--- src/rtl/fft_stage_scheduler.sv ---
// Radix-2 DIT FFT butterfly scheduler: one butterfly per cycle, write-back PIPE_LAT cycles after issue.
// hold stalls issue only; the write pipeline keeps shifting and a PIPE_LAT-cycle drain separates stages.
module fft_stage_scheduler #(
    parameter int LOG2N    = 3,
    parameter int PIPE_LAT = 2
) (
    input  logic             clk,
    input  logic             rst,
    input  logic             start,
    input  logic             hold,
    output logic             busy,
    output logic             done,
    output logic             rd_en,
    output logic [LOG2N-1:0] rd_addr_a,
    output logic [LOG2N-1:0] rd_addr_b,
    output logic [LOG2N-2:0] tw_addr,
    output logic [3:0]       stage,
    output logic             wr_en,
    output logic [LOG2N-1:0] wr_addr_a,
    output logic [LOG2N-1:0] wr_addr_b,
    output logic [3:0]       wr_stage
);

    localparam int KW = LOG2N - 1;
    localparam int CW = $clog2(PIPE_LAT + 1);
    localparam logic [KW-1:0] K_LAST   = '1;
    localparam logic [3:0]    S_LAST   = 4'(LOG2N - 1);
    localparam logic [CW-1:0] CNT_INIT = CW'(PIPE_LAT);

    typedef enum logic [1:0] {S_IDLE, S_ISSUE, S_DRAIN, S_DONE} state_t;

    typedef struct packed {
        logic             vld;
        logic [LOG2N-1:0] a;
        logic [LOG2N-1:0] b;
        logic [3:0]       st;
    } wb_t;

    state_t        state_q, state_d;
    logic [3:0]    s_q, s_d;
    logic [KW-1:0] k_q, k_d;
    logic [CW-1:0] cnt_q, cnt_d;
    wb_t           wb_q [PIPE_LAT];
    wb_t           wb_d [PIPE_LAT];

    logic [LOG2N-1:0] half, pos, grp, addr_a;
    logic [3:0]       tw_sh;

    // Butterfly k of stage s: pos within its group, grp selects the 2*half-wide block.
    always_comb begin
        half   = LOG2N'(1) << s_q;
        pos    = {1'b0, k_q} & (half - LOG2N'(1));
        grp    = {1'b0, k_q} >> s_q;
        addr_a = (grp << (s_q + 4'd1)) | pos;
        tw_sh  = S_LAST - s_q;
    end

    always_comb begin
        state_d   = state_q;
        s_d       = s_q;
        k_d       = k_q;
        cnt_d     = cnt_q;
        busy      = (state_q != S_IDLE);
        done      = 1'b0;
        rd_en     = 1'b0;
        rd_addr_a = '0;
        rd_addr_b = '0;
        tw_addr   = '0;
        stage     = '0;
        case (state_q)
            S_IDLE: begin
                if (start) begin
                    state_d = S_ISSUE;
                    s_d     = '0;
                    k_d     = '0;
                end
            end
            S_ISSUE: begin
                rd_addr_a = addr_a;
                rd_addr_b = addr_a + half;
                tw_addr   = KW'(pos) << tw_sh;
                stage     = s_q;
                if (!hold) begin
                    rd_en = 1'b1;
                    k_d   = k_q + KW'(1);
                    if (k_q == K_LAST) begin
                        state_d = S_DRAIN;
                        cnt_d   = CNT_INIT;
                    end
                end
            end
            S_DRAIN: begin
                cnt_d = cnt_q - CW'(1);
                if (cnt_q == CW'(1)) begin
                    if (s_q == S_LAST) begin
                        state_d = S_DONE;
                    end else begin
                        state_d = S_ISSUE;
                        s_d     = s_q + 4'd1;
                        k_d     = '0;
                    end
                end
            end
            S_DONE: begin
                done    = 1'b1;
                state_d = S_IDLE;
            end
            default: state_d = S_IDLE;
        endcase
    end

    // Write pipeline shifts unconditionally so hold bubbles surface as wr_en=0.
    always_comb begin
        wb_d[0] = {rd_en, rd_addr_a, rd_addr_b, stage};
        for (int i = 1; i < PIPE_LAT; i++) begin
            wb_d[i] = wb_q[i-1];
        end
    end

    always_ff @(posedge clk or posedge rst) begin
        if (rst) begin
            state_q <= S_IDLE;
            s_q     <= '0;
            k_q     <= '0;
            cnt_q   <= '0;
            for (int i = 0; i < PIPE_LAT; i++) begin
                wb_q[i] <= '0;
            end
        end else begin
            state_q <= state_d;
            s_q     <= s_d;
            k_q     <= k_d;
            cnt_q   <= cnt_d;
            wb_q    <= wb_d;
        end
    end

    assign wr_en     = wb_q[PIPE_LAT-1].vld;
    assign wr_addr_a = wb_q[PIPE_LAT-1].a;
    assign wr_addr_b = wb_q[PIPE_LAT-1].b;
    assign wr_stage  = wb_q[PIPE_LAT-1].st;

endmodule

--- config.mk ---
export PLATFORM = sky130hd
export DESIGN_NAME = fft_stage_scheduler
export DESIGN_NICKNAME = d
export VERILOG_FILES = /design/src/rtl/fft_stage_scheduler.sv
export SDC_FILE = /design/constraint.sdc
export NUM_CORES = 1
export LEC_CHECK = 0
export ABC_CLOCK_PERIOD_IN_PS = 3200
export BUFFER_PORTS_ARGS = -buffer_cell sky130_fd_sc_hd__buf_2
export CORE_MARGIN = 1
export CORE_UTILIZATION = 55
export CTS_BUF_LIST = sky130_fd_sc_hd__clkbuf_4
export DETAILED_ROUTE_END_ITERATION = 10
export PLACE_DENSITY = 0.88
export RECOVER_POWER = 50
export SLEW_MARGIN = 40
export SYNTH_ARGS = -nofsm -noshare
export SYNTH_HDL_FRONTEND = slang
export SYNTH_SLANG_ARGS = --single-unit
export TNS_END_PERCENT = 50
--- constraint.sdc ---
create_clock -name clk -period 3.2 [get_ports clk]
set_input_delay 0.48 -clock clk [delete_from_list [all_inputs] [get_ports clk]]
set_output_delay 0.48 -clock clk [all_outputs]
set_load 0.05 [all_outputs]
==> results summary, run 1 <==
The run finished with clean final reports. The via count is 1064. STA classifies the critical path endpoint as an output port. The fraction of power consumed by sequential logic came out at 31.9%. For the worst-skew pair, the clock arrives at the later sink with an insertion delay of 0.33 ns. The largest driver fanout on the critical path came out at 8. The iteration count of the initial detailed-routing pass is 4. The final-stage net count came out at 172.

STA classifies the critical path startpoint as a flop. The shortest period the worst path allows is 3.10 ns. The proportion of power drawn by the clock network is 16.2%. The initial core utilization is 59.7%.

Clock tree synthesis found a total of 32 sinks. The total power is 1.90 mW. The area of the die came out at 2980 µm². TritonCTS built the clock tree. The post-detailed-route via-to-cell ratio came out at 5.51. The y dimension of the die came out at 54.6 µm. Data arrives at the worst endpoint at 2.62 ns.

After floorplanning, the core was divided into 18 placement rows. The achievable frequency came out at 322 MHz. The number of flops mapped to enable cells by yosys came out at 0. The post-synthesis register bit count came out at 32. The total clock buffers created by CTS is 5. From left edge to right edge, the die measures 54.6 µm. Counting distinct cell types in the post-synthesis netlist gives 44. The cell sitting at the root of the clock tree is a clkbuf_4. At the pin with the least slew margin, the transition time is 1.16 ns. Among all flip-flop cells after synthesis, the most frequent one is dfrtp_1.

The worst setup path is of the reg2out kind. The maximum level of the CTS H-tree came out at 2. The switching power came out at 935 µW. The count of nets left with antenna violations once routing finished came out at 0. The post-detailed-route wirelength per cell is 13.8 µm.

The number of max-slew violations in the final report came out at 0. The setup total negative slack is 0 ns. The share of the Yosys chip area taken by registers is 52.7%. In this run the worst hold path is classified as in2reg.

For this run, the number of Yosys warnings is 0. The first global-routing pass estimated 4230 µm of wire. The number of hold-slack violations in the final timing report was 0.

The clock transition at the registers of the reported paths is 0.10 ns. The post-synthesis instance total is 137. Power spread over the standard cell area amounts to 1100 nW/µm². In this run the tool buffered the top-level ports with 29 buffer cells.

The floorplan step defined a core boundary enclosing 2540 µm². The number of global-route vias before repair came to 938. The post-detailed-placement half-perimeter wirelength is 1840 µm. The tool flagged a number of max-cap violations equal to 0. The number of antenna violations at the first check in global routing was 0. dfrtp_1 takes more of the synthesized area than any other cell. The proportion of power drawn by combinational gates is 51.9%.

By area the synthesized netlist is led by dfrtp_1, buf_4, ha_1. The area growth from synthesis to final layout came out at 13.9%. Setup violations remaining at the end of the flow were counted as 0. The total inserted antenna cells came out at 0.

The synthesized area is 1520 µm². The worst-case clock skew is 0.00543 ns. The maximum VDD drop came out at 969 µV. The number of top-level design ports came out at 30.

Counting every net in the synthesized netlist gives 147. The async set-reset flop share out of synthesis came out at 100%. Headroom to the max-slew limit came out at 22.3%. Of the cells placed in the final design, the portion with a size suffix greater than 1 is 35.0%. The post-synthesis area per instance is 11.1 µm². The number of remaining DRC errors is 0.

The data required time of the worst path came out at 2.72 ns. The area fraction of the dominant cell type after synthesis is 52.7%. For this block, the initial DRC count from the detailed router was 20.

The leakage power total came out at 0.860 nW. The total routed wirelength came out at 2660 µm. The weighted congestion at the end of routability-driven global placement came out at 0.935. The share of the clock period used by the worst path after layout came out at 97.0%. In the global route stage, overall resource usage came out at 21.0%.

The clock tree buffer depth came out at 2. The switching share of power came out at 49.3%. Cell internal power was estimated by the tool at 961 µW. Global routing finished with a remaining overflow of 0. The largest net degree at the start of global routing came out at 33.
-- worst max-delay path, cell delays in order, from the launching register on --
cell and delay (ns):
dfrtp_2 0.49, inv_4 0.11, ha_2 0.32, a31oi_2 0.18
nor2_1 0.07, ha_1 0.19, fa_1 0.38, xor2_1 0.17
nor2_1 0.18, buf_6 0.19
-- power groups by stage --
| stage | registers (mW) | logic, mW | clock network [mW] |
|---|---|---|---|
| final | 0.605 | 0.985 | 0.307 |
| after global routing | 0.625 | 1.06 | 0.331 |
| after CTS | 0.601 | 0.947 | 0.314 |
| after detailed placement | 0.608 | 0.931 | 0 |
| after global placement | 0.598 | 0.910 | 0 |
| after floorplan | 0.689 | 0.753 | 0 |
-- sequential cells by signal, summed over array words and instances (netlist names) --
| register | flops |
|---|---|
| wb_d | 11 |
| cnt_q | 2 |
| wr_addr_b | 3 |
| wr_en | 1 |
| wr_stage | 4 |
| state_q | 2 |
| k_q | 2 |
| wr_addr_a | 3 |
| s_q | 4 |
-- logic make-up (layout without fill, tap and decap cells) --
logic type                 count (synthesis)  in the layout  synth area share, %
AOI/OAI and AO/OA                         22             22                 9.80
xor gates and xnor gates                   3              3                 1.73
adders and majority gates                  6              6                 5.43
buffers and inverters                     20             46                 8.07
DFF                                       32             32                 52.7
muxes                                      2              2                 1.48
and+or+nand+nor                           52             52                 20.8
-- synthesized netlist by cell type, types with 2 or more instances --
cell / n
a21oi_1: 6
a22o_1: 2
a31oi_1: 2
and2_1: 8
buf_2: 3
buf_4: 11
dfrtp_1: 32
ha_1: 5
inv_1: 4
nand2_1: 10
nand2b_1: 5
nand3_1: 5
nor2_1: 9
nor3_1: 2
o21ai_1: 2
xor2_1: 3
-- layout by cell type (no fill, tap or decap), drive strengths merged, types with 2 or more instances in the layout --
cell    Yosys  routed
ha          5       5
a31oi       2       2
a22o        2       2
nand3       5       5
nor2        9       9
nand2      11      11
xor2        3       3
o21ai       4       4
buf        14      33
clkbuf      1       6
dfrtp      32      32
inv         5       5
nand2b      6       6
mux2        2       2
nor3b       2       2
nor3        2       2
nor4        2       2
a21oi       6       6
and2        8       8
or2         2       2
-- per-stage QoR --
stage               instance area [µm²]  utilization [%]  hold slack, ns  instances  worst slack [ns]
CTS                                1700             67.0           0.239        191           0.00893
detailed placement                 1620             63.5           0.335        183             0.223
global placement                   1620             63.5           0.332        183             0.351
finish                             1730             68.0           0.349        193            0.0975
floorplan                          1520                -           0.331        137             0.502
global route                       1730             68.0           0.341        193           -0.0327
-- layer usage --
layer  track usage, %  vias up  routed length, µm
met3             6.94        8                152
met1             25.4      513               1160
met2             31.3       36               1270
met5                0        -                  0
met4             14.1        0                 74
li1                 -      507                  -
-- timing repair --
item                                    4_1_cts  5_1_grt
endpoints found under the setup margin        2        2
hold buffers                                  0        0
pin swaps                                     0        1
buffers inserted                              0        2
resized for setup                             4        5
-- area by class of cell --
type,instances,area (µm²)
multi-input combinational,85,606
inverter,5,23.8
sequential,32,803
clock buffer,6,45.0
clock inverter,2,35.0
timing repair buffer,33,181
tap,30,37.5
fill,182,813
-- worst paths after layout --
check                        start           end  slack [ns]  cells past startpoint
setup reg to reg            s_q[0]       wb_d[6]        0.90                      9
max in group asynchronous      rst        s_q[1]        1.99                      2
hold reg to reg            wb_d[4]  wr_addr_b[0]        0.35                      0
hold / removal                hold      wb_d[10]        0.35                      2
setup / recovery            s_q[0]  rd_addr_b[2]         0.1                      9
min in group asynchronous      rst    state_q[0]        0.44                      2
Note: power is estimated with default switching activity, not from simulation.
==> inputs of run 2 (changes only) <==
--- a/config.mk
+++ b/config.mk
@@ -7,10 +7,10 @@
 export LEC_CHECK = 0
 export ABC_CLOCK_PERIOD_IN_PS = 3200
-export BUFFER_PORTS_ARGS = -buffer_cell sky130_fd_sc_hd__buf_2
+export BUFFER_PORTS_ARGS = -buffer_cell sky130_fd_sc_hd__buf_4
 export CORE_MARGIN = 1
 export CORE_UTILIZATION = 55
 export CTS_BUF_LIST = sky130_fd_sc_hd__clkbuf_4
 export DETAILED_ROUTE_END_ITERATION = 10
-export PLACE_DENSITY = 0.88
+export PLACE_DENSITY = 0.87
 export RECOVER_POWER = 50
 export SLEW_MARGIN = 40
==> constraint.sdc (replaced) <==
create_clock -name clk -period 3.2 [get_ports clk]
set_input_delay 0.48 -clock clk [delete_from_list [all_inputs] [get_ports clk]]
set_output_delay 0.48 -clock clk [all_outputs]
set_load 0.02 [all_outputs]
==> run 2 against run 1 <==
  * Hold slack got worse by 0.012 ns
  * Non-clock buffer count decreased by 2
  * Sequential share of layout area decreased by 1.3 points
  * Clock skew decreased by 0.0020 ns
  * Utilization increased by 1.9 points
  * Routed wire length decreased by 2.3%
==> results summary, run 2 (same netlist as run 1, synthesis figures left out) <==
The run finished with clean final reports. The number of nets with antenna violations after routing came to 0 (unchanged). The total inserted antenna cells is 0 (unchanged). The y dimension of the die came out at 54.6 µm (unchanged). The total power is 1.64 mW (-13%). The flip-flop count of the largest register, all copies and words added is 11 (unchanged). The count of standard-cell rows came out at 18 (unchanged).

The number of hold-slack violations in the final timing report is 0 (unchanged). The filler cell count came out at 190 (+4.4%). The critical path start-end classification is reg2out. The post-detailed-placement half-perimeter wirelength is 1820 µm (-0.95%). On the critical path, the stage with the largest delay is an instance of dfrtp_2. The clock transition at the registers of the reported paths came to 0.10 ns (about the same). The weighted congestion at the end of routability-driven global placement is 0.935 (about the same). The achievable frequency is 331 MHz (+2.6%).

The total routed wirelength is 2600 µm (-2.3%). The data required time of the worst path came out at 2.72 ns (about the same). The post-layout worst setup margin came to 0.177 ns (+0.0792 ns). The leakage power total is 0.853 nW (-0.75%).

The total length of routed met3 wires was 203 µm (+34%). The number of top-level design ports was 30 (unchanged). The number of max-slew violations in the final report was 0 (unchanged). The top metal layer carrying routed signals is met4. TritonCTS built the clock tree.

The setup total negative slack is 0 ns (unchanged). The area growth from synthesis to final layout came out at 17.1%. The arrival time of the worst setup path is 2.54 ns (-0.08 ns). The worst setup path is launched from a flop.

The initial detailed-routing violation count is 14 (-30%). The maximum VDD drop came out at 747 µV (-23%). The tree is rooted in a clkbuf_4.

The number of input and output port buffers inserted is 29 (unchanged). The worst-case setup slack after placement came out at 0.373 ns (+0.150 ns). The total length of routed met2 wires came to 1180 µm (-7.6%).

The total clock buffers created by CTS came out at 5 (unchanged). The final-stage net count is 170 (-1.2%). The insertion delay to the later sink of the worst-skew pair is 0.33 ns (about the same). The via count came to 1062 (-0.19%). The max-cap check violation count came to 0 (unchanged). The initial core utilization is 59.7% (unchanged).

The number of standard cells in the final layout excluding fillers came out at 191 (-1.0%). The total number of clock tree sinks was 32 (unchanged). The switching power came out at 651 µW (-30%).

The maximum level of the CTS H-tree is 2 (unchanged). The post-detailed-route via-to-cell ratio came out at 5.56 (+0.86%). The worst-case clock skew came out at 0.00344 ns (-0.00199 ns). The post-detailed-route wirelength per cell is 13.6 µm (-1.3%). The tightest min-delay check is of the in2reg type. The internal power summed over all cells came out at 990 µW (+3.0%). The number of remaining DRC errors came out at 0 (unchanged). The post-placement cell count came to 183 (unchanged). The post-cts gate resize count came out at 1 (-3). The top cell types in the final layout, fill and taps aside, are dfrtp_1, buf_4, nand2_1. The slew at the pin with the worst max-slew slack came out at 1.18 ns (+0.0145 ns). The area after detailed placement is 1690 µm² (+4.5%). The final cell utilization of the core is 70.0% (+1.9 points). The total grt overflow is 0 (unchanged). The largest driver fanout on the critical path came out at 9 (+1). The cell repeated most along the worst path is nor2_1. The iteration count of the initial detailed-routing pass is 4 (unchanged). The highest cell delay on the worst timing path is 0.48 ns (about the same). The proportion of power drawn by combinational gates is 44.4% (-7.5 points). The post-CTS repair timing setup buffer count came out at 0 (unchanged). The fraction of power consumed by sequential logic came to 36.8% (+4.9 points).

The total global-route track usage came out at 20.6% (-0.34 points). The wire length on met1 is 1160 µm (+0.17%). The proportion of power drawn by the clock network was 18.8% (+2.6 points).

The shortest period the worst path allows came to 3.02 ns (-0.0792 ns). The worst slew margin relative to its limit came out at 21.4% (-0.97 points). The wire length of the first global-routing pass came out at 4140 µm (-2.1%). The clock tree buffer depth is 2 (unchanged). The area of all placed cells without fillers is 1780 µm² (+2.8%). The share of cells above drive strength 1 was 34.2% (-0.81 points).

The switching share of power was 39.7% (-9.6 points). The worst setup path is captured at an output port. The largest net degree at the start of global routing came out at 33 (unchanged).

The worst hold slack across all endpoints is 0.337 ns (-0.0119 ns). The area of the core region came to 2540 µm² (unchanged). Setup repair after global routing left no endpoint under its margin. The share of the clock period used by the worst path after layout is 94.5% (-2.5 points). The number of antenna violations at the first check in global routing came to 0 (unchanged). The chip width came out at 54.6 µm (unchanged). The ratio of total power to cell area came out at 922 nW/µm² (-16%). The number of global-route vias before repair came out at 958 (+2.1%). The area of the die is 2980 µm² (unchanged). The critical path goes through inv_2 -> ha_2 -> a31oi_2 -> nor2_1 -> ha_1 -> fa_1 -> xor2_1 -> nor2_1 -> buf_4. The final setup violation count came out at 0 (unchanged). The number of buffers inserted by hold repair at cts is 0 (unchanged).
==> run 2: worst max-delay path: cells and delay by family, from the launching register on <==
kind,cells,cell delay (ns)
simple gates,2,0.19
buf+inv,2,0.28
xor+xnor,1,0.17
flops,1,0.48
compound gates,1,0.18
fa+ha+maj,3,0.89
==> run 2: power by group through the flow <==
stage | registers [mW] | clock network [mW] | logic, mW
3_3_place_gp | 0.601 | 0 | 0.709
2_1_floorplan | 0.612 | 0 | 0.556
6_report | 0.603 | 0.309 | 0.729
4_1_cts | 0.599 | 0.318 | 0.732
5_1_grt | 0.620 | 0.334 | 0.807
3_5_place_dp | 0.605 | 0 | 0.723
==> run 2: final cells by class <==
cell class                 count  area (µm²)  area share (%)
tap                           30        37.5            2.11
clock inverter                 2        35.0            1.97
timing repair buffer          31         233            13.1
sequential                    32         803            45.1
clock buffer                   6        45.0            2.53
multi-input combinational     85         606            34.0
inverter                       5        21.3            1.19
==> run 2: final timing paths <==
kind,from,to,slack [ns],cells after the start
setup / recovery,s_q[0],rd_addr_b[2],0.18,9
hold / removal,hold,wb_d[10],0.34,2
setup reg to reg,s_q[0],wb_d[6],1.08,8
hold reg to reg,wb_d[2],wr_stage[2],0.36,0
max in group asynchronous,rst,s_q[1],1.97,2
min in group asynchronous,rst,wb_d[0],0.45,2
==> run 2: metal layers <==
layer  vias up  GRT usage, %
li1        508             -
met1       505          24.1
met2        43          32.9
met3         6          7.78
met4         0          10.3
met5         -             0
